==> src/rtl/cla_64bit_if.sv <==
// cla_64bit_if: operand/result bundle for the 64-bit carry-lookahead adder.
//   A, B, Cin                 : operands and carry into bit 0 (driven by master)
//   Result, Cout, Overflow    : registered sum and flags (driven by slave/adder)
interface cla_64bit_if;
    logic [63:0] A;
    logic [63:0] B;
    logic        Cin;
    logic [63:0] Result;
    logic        Cout;
    logic        Overflow;

    modport master (
        output A, B, Cin,
        input  Result, Cout, Overflow
    );

    modport slave (
        input  A, B, Cin,
        output Result, Cout, Overflow
    );
endinterface

==> src/rtl/cla_64bit.sv <==
// cla_64bit: 64-bit hierarchical carry-lookahead adder with one output register stage.
// Ports:
//   clk    : rising-edge clock for the output registers
//   rst_n  : asynchronous active-low reset, clears Result/Cout/Overflow
//   bus    : cla_64bit_if.slave
//            A, B, Cin in  -> Result = A + B + Cin mod 2^64,
//            Cout = carry out of bit 63, Overflow = signed overflow (c[63] ^ c[64]).
// Structure: sixteen 4-bit lookahead blocks, four 16-bit lookahead sections,
// one top lookahead unit. Every carry is produced by a 4-wide lookahead from
// a carry computed one level up, so nothing ripples across a 4-bit block.
module cla_64bit (
    input  logic            clk,
    input  logic            rst_n,
    cla_64bit_if.slave      bus
);

    // 4-wide lookahead: carries into positions 0..3 given generate/propagate
    // and the carry into position 0. Used at bit, block and section level.
    function automatic logic [3:0] la4(input logic [3:0] g, input logic [3:0] p, input logic ci);
        logic [3:0] c;
        c[0] = ci;
        c[1] = g[0] | (p[0] & ci);
        c[2] = g[1] | (p[1] & g[0]) | (p[1] & p[0] & ci);
        c[3] = g[2] | (p[2] & g[1]) | (p[2] & p[1] & g[0]) | (p[2] & p[1] & p[0] & ci);
        return c;
    endfunction

    // Group generate of four lookahead positions.
    function automatic logic grp_g(input logic [3:0] g, input logic [3:0] p);
        return g[3] | (p[3] & g[2]) | (p[3] & p[2] & g[1]) | (p[3] & p[2] & p[1] & g[0]);
    endfunction

    logic [63:0] g_s;
    logic [63:0] p_s;
    logic [15:0] bg_s;      // block generate
    logic [15:0] bp_s;      // block propagate
    logic [3:0]  sg_s;      // section generate
    logic [3:0]  sp_s;      // section propagate
    logic        top_g_s;
    logic        top_p_s;
    logic [3:0]  sc_s;      // carry into each 16-bit section
    logic [15:0] bc_s;      // carry into each 4-bit block
    logic [64:0] c_s;       // carry into each bit, c_s[64] is carry out
    logic [63:0] sum_s;

    logic [63:0] result_d;
    logic        cout_d;
    logic        overflow_d;
    logic [63:0] result_q;
    logic        cout_q;
    logic        overflow_q;

    // Lookahead tree: G/P flows up the levels, carries flow back down.
    always_comb begin
        g_s        = 64'd0;
        p_s        = 64'd0;
        bg_s       = 16'd0;
        bp_s       = 16'd0;
        sg_s       = 4'd0;
        sp_s       = 4'd0;
        top_g_s    = 1'b0;
        top_p_s    = 1'b0;
        sc_s       = 4'd0;
        bc_s       = 16'd0;
        c_s        = 65'd0;
        sum_s      = 64'd0;
        result_d   = 64'd0;
        cout_d     = 1'b0;
        overflow_d = 1'b0;

        g_s = bus.A & bus.B;
        p_s = bus.A ^ bus.B;

        for (int k = 0; k < 16; k++) begin
            bg_s[k] = grp_g(g_s[4*k +: 4], p_s[4*k +: 4]);
            bp_s[k] = &p_s[4*k +: 4];
        end

        for (int s = 0; s < 4; s++) begin
            sg_s[s] = grp_g(bg_s[4*s +: 4], bp_s[4*s +: 4]);
            sp_s[s] = &bp_s[4*s +: 4];
        end

        top_g_s = grp_g(sg_s, sp_s);
        top_p_s = &sp_s;

        sc_s    = la4(sg_s, sp_s, bus.Cin);
        c_s[64] = top_g_s | (top_p_s & bus.Cin);

        for (int s = 0; s < 4; s++) begin
            bc_s[4*s +: 4] = la4(bg_s[4*s +: 4], bp_s[4*s +: 4], sc_s[s]);
        end

        for (int k = 0; k < 16; k++) begin
            c_s[4*k +: 4] = la4(g_s[4*k +: 4], p_s[4*k +: 4], bc_s[k]);
        end

        sum_s      = p_s ^ c_s[63:0];
        result_d   = sum_s;
        cout_d     = c_s[64];
        overflow_d = c_s[63] ^ c_s[64];
    end

    // Output register stage; reset discards any in-flight result.
    always_ff @(posedge clk or negedge rst_n) begin
        if (!rst_n) begin
            result_q   <= 64'd0;
            cout_q     <= 1'b0;
            overflow_q <= 1'b0;
        end else begin
            result_q   <= result_d;
            cout_q     <= cout_d;
            overflow_q <= overflow_d;
        end
    end

    assign bus.Result   = result_q;
    assign bus.Cout     = cout_q;
    assign bus.Overflow = overflow_q;

endmodule

==> src/flat_wrapper.sv <==
// flat-port wrapper written by rule: the top's interface ports become plain ports
module cla_64bit_flat 
  (clk, rst_n, bus_A, bus_B, bus_Cin, bus_Result, bus_Cout, bus_Overflow);
  cla_64bit_if bus_i ();
  input  logic clk;
  input  logic rst_n;
  input wire logic [$bits(bus_i.A)-1:0] bus_A;
  input wire logic [$bits(bus_i.B)-1:0] bus_B;
  input wire logic [$bits(bus_i.Cin)-1:0] bus_Cin;
  output wire logic [$bits(bus_i.Result)-1:0] bus_Result;
  output wire logic [$bits(bus_i.Cout)-1:0] bus_Cout;
  output wire logic [$bits(bus_i.Overflow)-1:0] bus_Overflow;
  assign bus_i.A = bus_A;
  assign bus_i.B = bus_B;
  assign bus_i.Cin = bus_Cin;
  assign bus_Result = bus_i.Result;
  assign bus_Cout = bus_i.Cout;
  assign bus_Overflow = bus_i.Overflow;
  cla_64bit u_core (.clk(clk), .rst_n(rst_n), .bus(bus_i));
endmodule
==> config.mk <==
export PLATFORM = sky130hd
export DESIGN_NAME = cla_64bit_flat
export DESIGN_NICKNAME = d
export VERILOG_FILES = /design/src/rtl/cla_64bit_if.sv /design/src/rtl/cla_64bit.sv /design/src/flat_wrapper.sv
export SDC_FILE = /design/constraint.sdc
export NUM_CORES = 1
export LEC_CHECK = 0
export CAP_MARGIN = 20
export CORE_MARGIN = 8
export CORE_UTILIZATION = 43
export DETAILED_ROUTE_END_ITERATION = 8
export GPL_ROUTABILITY_DRIVEN = 0
export PLACE_DENSITY_LB_ADDON = 0.08
export SYNTH_ARGS = -nofsm -noshare
export SYNTH_HDL_FRONTEND = slang
export SYNTH_SLANG_ARGS = --single-unit
==> constraint.sdc <==
create_clock -name clk -period 0.8 [get_ports clk]
set_input_delay 0.2 -clock clk [delete_from_list [all_inputs] [get_ports clk]]
set_output_delay 0.2 -clock clk [all_outputs]
set_load 0.02 [all_outputs]
==> flow_metrics.env, run 1 <==
export IMPL_status="aborted with a tool error"
export IMPL_lastStage="global routing"
export IMPL_error="[ERROR DPL-0038] Utilization greater than 100%, impossible to legalize"
export IMPL_worst_endpoint="u_core.bus.Result[56]$_DFF_PN0_/D"
export IMPL_synth_ff_type="dfrtp_1"
export IMPL_synth_edf_count=0
export IMPL_synth_top_cell_by_area="dfrtp_1"
export IMPL_num_rows=37
export IMPL_yosysSeqAreaShare_pct=36.6
export IMPL_synth_area_mm2=0.00451
export IMPL_ys_warn_count=0
export IMPL_yosysUniqueCellTypes=53
export IMPL_postSynthNetCount=630
export IMPL_io_pins=197
export IMPL_cts_root_buffer="clkbuf_8"
export IMPL_start_util_pct=43.9
export IMPL_clk_path_buf_depth=2
export IMPL_cts_sinks=66
export IMPL_async_reset_ff_share_pct=100
export IMPL_yosys_top_cells_area="dfrtp_1, ha_1, fa_1"
export IMPL_die_h_um=118
export IMPL_syn_inst=419
export IMPL_htree_num_levels=3
export IMPL_cts_buffers=9
export IMPL_dp_hpwl_um=13500
export IMPL_grt_max_degree=35
export IMPL_postSynthAreaPerCell_um2=10.8
export IMPL_yosysTopAreaCellShare_pct=36.6
export IMPL_ys_seq_elements=66
export IMPL_die_w_um=118
export IMPL_portBuffers=196
export IMPL_worst_path_end_type="sequential cell input"
[kinds of logic after synthesis]
group / count (synthesis) / share of synthesized area (%)
AO/OA/AOI/OAI: 109 / 17.0
AND/OR/NAND/NOR: 106 / 11.8
adder cells (fa/ha/maj): 80 / 24.8
flip-flops: 66 / 36.6
XOR/XNOR: 42 / 8.15
buffers and inverters: 14 / 1.19
multiplexers: 2 / 0.471
[synth_stat cells, types with 4 or more instances]
master / instances
o21bai_1: 4
fa_1: 16
nand2b_1: 4
nor2b_1: 4
nor3_1: 9
and3_1: 4
nor2_1: 18
nand3_1: 10
a211oi_1: 6
nor4_1: 5
xnor2_1: 23
nand2_1: 29
o211ai_1: 4
or2_1: 4
inv_1: 13
o21ai_1: 6
a221oi_1: 5
a21oi_1: 37
dfrtp_1: 66
a31oi_1: 6
o21a_1: 6
ha_1: 64
a21o_1: 10
nand4_1: 9
xor2_1: 19
[metrics by stage]
step	worst slack, ns	hold WS (ns)	std cells	setup TNS (ns)	area [um2]
after CTS	-1.65	0.150	977	-95.91	9900
after floorplan	-1.76	-0.0956	419	-73.97	5100
after global placement	-2.26	0.185	898	-141.65	8350
after detailed placement	-2.34	0.185	898	-145.12	8350
[timing repair]
item	4_1_cts
endpoints found under the setup margin	132
hold buffers	1
pin swaps	134
endpoints found under the hold margin	66
gates resized for setup	910
buffers inserted	66
==> run 2, diff against run 1 <==
--- a/config.mk
+++ b/config.mk
@@ -7,10 +7,10 @@
 export LEC_CHECK = 0
 export CAP_MARGIN = 20
 export CORE_MARGIN = 8
-export CORE_UTILIZATION = 43
+export CORE_UTILIZATION = 30
 export DETAILED_ROUTE_END_ITERATION = 8
 export GPL_ROUTABILITY_DRIVEN = 0
-export PLACE_DENSITY_LB_ADDON = 0.08
+export PLACE_DENSITY_LB_ADDON = 0.15
 export SYNTH_ARGS = -nofsm -noshare
 export SYNTH_HDL_FRONTEND = slang
 export SYNTH_SLANG_ARGS = --single-unit
==> flow_metrics.env, run 2 <==
export IMPL_power_internal_w=0.0110
export IMPL_cp_required_ns=1.02
export IMPL_first_pass_iters=4
export IMPL_p_clk_share_pct=23.0
export IMPL_crit_fanout=3
export IMPL_pwr_share_seq_pct=26.8
export IMPL_status="finished with violations"
export IMPL_worst_setup_path_start_kind="input pin"
export IMPL_yosysTopAreaCellShare_pct=36.6
export IMPL_layout_min_cycle_time_ns=2.41
export IMPL_pwr_share_comb_pct=50.3
export IMPL_fin_area_mm2=0.0104
export IMPL_ir_drop_mv=0.996
export IMPL_postSynthAreaPerCell_um2=10.8
export IMPL_p_sw_w=0.00560
export IMPL_cts_buffers=9
export IMPL_yosys_top_cells_area="dfrtp_1, ha_1, fa_1"
export IMPL_synth_top_cell_by_area="dfrtp_1"
export IMPL_ant_nets=0
export IMPL_fin_crit_sh_pct=302
export IMPL_ys_top_cells_by_count="dfrtp_1, ha_1, a21oi_1, nand2_1, xnor2_1"
export IMPL_end_kind="flop"
export IMPL_maxCapViolations=0
export IMPL_largest_reg_flops=64
export IMPL_leakage_nw=4.58
export IMPL_drive_gt1_share_pct=68.0
export IMPL_viasPerCell=4.86
export IMPL_yosysUniqueCellTypes=53
export IMPL_grt_max_degree=35
export IMPL_fin_util_pct=69.6
export IMPL_slowest_stage="a2111oi_4"
export IMPL_detailed_place_area_mm2=0.00841
export IMPL_synth_ff_type="dfrtp_1"
export IMPL_post_route_drc_count=0
export IMPL_syn_inst=419
export IMPL_path_class="input pin to flop"
export IMPL_antenna_found_initial=2
export IMPL_grt_pass1_vias=5801
export IMPL_max_freq_ghz=0.414
export IMPL_yosys_cell_count_top_type="dfrtp_1"
export IMPL_wl_um=17700
export IMPL_setup_viol_count_final=130
export IMPL_layout_common_cells="buf_4, buf_6, dfrtp_1, ha_4, buf_2"
export IMPL_worst_slack_ns=-1.61
export IMPL_mostFrequentLayoutCell="buf_4"
export IMPL_crit_top_cell="a221o_1"
export IMPL_slew_headroom_pct=59.3
export IMPL_p_per_area_mw_per_mm2=1600
export IMPL_ys_seq_elements=66
export IMPL_worstPathArrival_ns=2.64
export IMPL_cts_tree="yes"
export IMPL_clk_pin_slew_ns=0.06
export IMPL_path_cells="dlygate4sd2_1 -> ha_4 -> and4_1 -> a221o_1 -> a221o_1 -> a2111oi_4 -> a211oi_4 -> nor2_2 -> mux2_4"
export IMPL_final_setup_tns_ns=-95.47
export IMPL_grt_ovfl_total=0
export IMPL_die_area_mm2=0.0192
export IMPL_maxSlewViolCount=0
export IMPL_dp_hpwl_um=13200
export IMPL_critPathTopFamily="compound AO/OA/AOI/OAI gates"
export IMPL_clk_path_buf_depth=2
export IMPL_synth_edf_count=0
export IMPL_drt_initial_drc_count=93
export IMPL_gr_usage_all_layers_pct=17.6
export IMPL_start_util_pct=30.2
export IMPL_core_area_mm2=0.0149
export IMPL_critPathMaxStageDelay_ns=0.46
export IMPL_path_buf_inv=1
export IMPL_ys_warn_count=0
export IMPL_worst_pin_slew_ns=0.595
export IMPL_async_reset_ff_share_pct=100
export IMPL_synthToLayoutAreaGrowth_pct=130
export IMPL_finalHoldViolCount=0
export IMPL_rsz0062_at_grt="true"
export IMPL_yosysSeqAreaShare_pct=36.6
export IMPL_htree_num_levels=3
export IMPL_synth_area_mm2=0.00451
export IMPL_num_rows=45
export IMPL_wire_per_inst_um=16.9
export IMPL_cts_sinks=66
export IMPL_io_pins=197
export IMPL_swShare_pct=33.7
export IMPL_die_h_um=139
export IMPL_grt_first_pass_wirelength_um=27900
export IMPL_p_total_w=0.0166
export IMPL_nets=1062
export IMPL_cts_root_buffer="clkbuf_16"
export IMPL_portBuffers=196
export IMPL_num_vias=5086
export IMPL_die_w_um=139
export IMPL_violations="negative setup slack"
export IMPL_hp_class="input pin to flop"
export IMPL_postSynthNetCount=630
## run 2: what timing repair did
action / 4_1_cts / 5_1_grt
hold endpoints to repair: 66 / 0
pin swaps: 134 / 112
hold buffers: 1 / 0
gates resized for setup: 862 / 141
endpoints found under the setup margin: 132 / 131
setup buffers: 65 / 34
gates cloned: 0 / 0
## run 2: metrics by stage
stage,setup WS [ns],cells,hold WS (ns)
finish,-1.61,1046,0.173
global route,-1.71,1046,0.171
CTS,-1.63,1026,0.209
detailed placement,-2.43,949,0.170
global placement,-2.46,949,0.170
floorplan,-1.76,419,-0.0956
## run 2: power groups by stage
stage          clock network, W  registers [W]  logic [W]
4_1_cts                 0.00392        0.00445    0.00794
6_report                0.00382        0.00445    0.00835
2_1_floorplan                 0        0.00525    0.00213
5_1_grt                 0.00403        0.00451    0.00892
3_5_place_dp                  0        0.00434    0.00680
3_3_place_gp                  0        0.00434    0.00667
## run 2: area by class of cell
type                            count  area [um2]
Fill cell                        1073        4530
Multi-Input combinational cell    339        4400
Timing Repair Buffer              422        3750
Sequential cell                    66        1650
Clock buffer                       14         274
Tap cell                          188         235
Inverter                           13        58.8
Clock inverter                      2        10.0
Antenna cell                        2        5.00
## run 2: kinds of logic (layout without fill, tap and decap cells)
kind of cell,after synthesis,count (layout),share of synthesized area [%]
AOI/OAI and AO/OA,109,109,17.0
and+or+nand+nor,106,106,11.8
adders and majority gates,80,80,24.8
DFF,66,66,36.6
xor gates and xnor gates,42,42,8.15
buffers and inverters,14,451,1.19
muxes,2,2,0.471
other,0,2,0
## run 2: worst paths after layout
| path | start | to | slack (ns) | cells after the start |
|---|---|---|---|---|
| max | bus_A[54] | u_core.bus.Overflow | -1.61 | 9 |
| min | bus_B[20] | u_core.bus.Result[20] | 0.17 | 2 |
| max in group asynchronous | rst_n | u_core.bus.Result[51] | 0.21 | 3 |
| min in group asynchronous | rst_n | u_core.bus.Result[23] | 0.37 | 3 |
## run 2: metal layers
layer  wire (um)  GRT usage [%]
met4         352           5.72
met5           0              0
met1        6860           18.5
met2        9710           33.3
met3         791           4.49
Note: power is estimated with default switching activity, not from simulation.
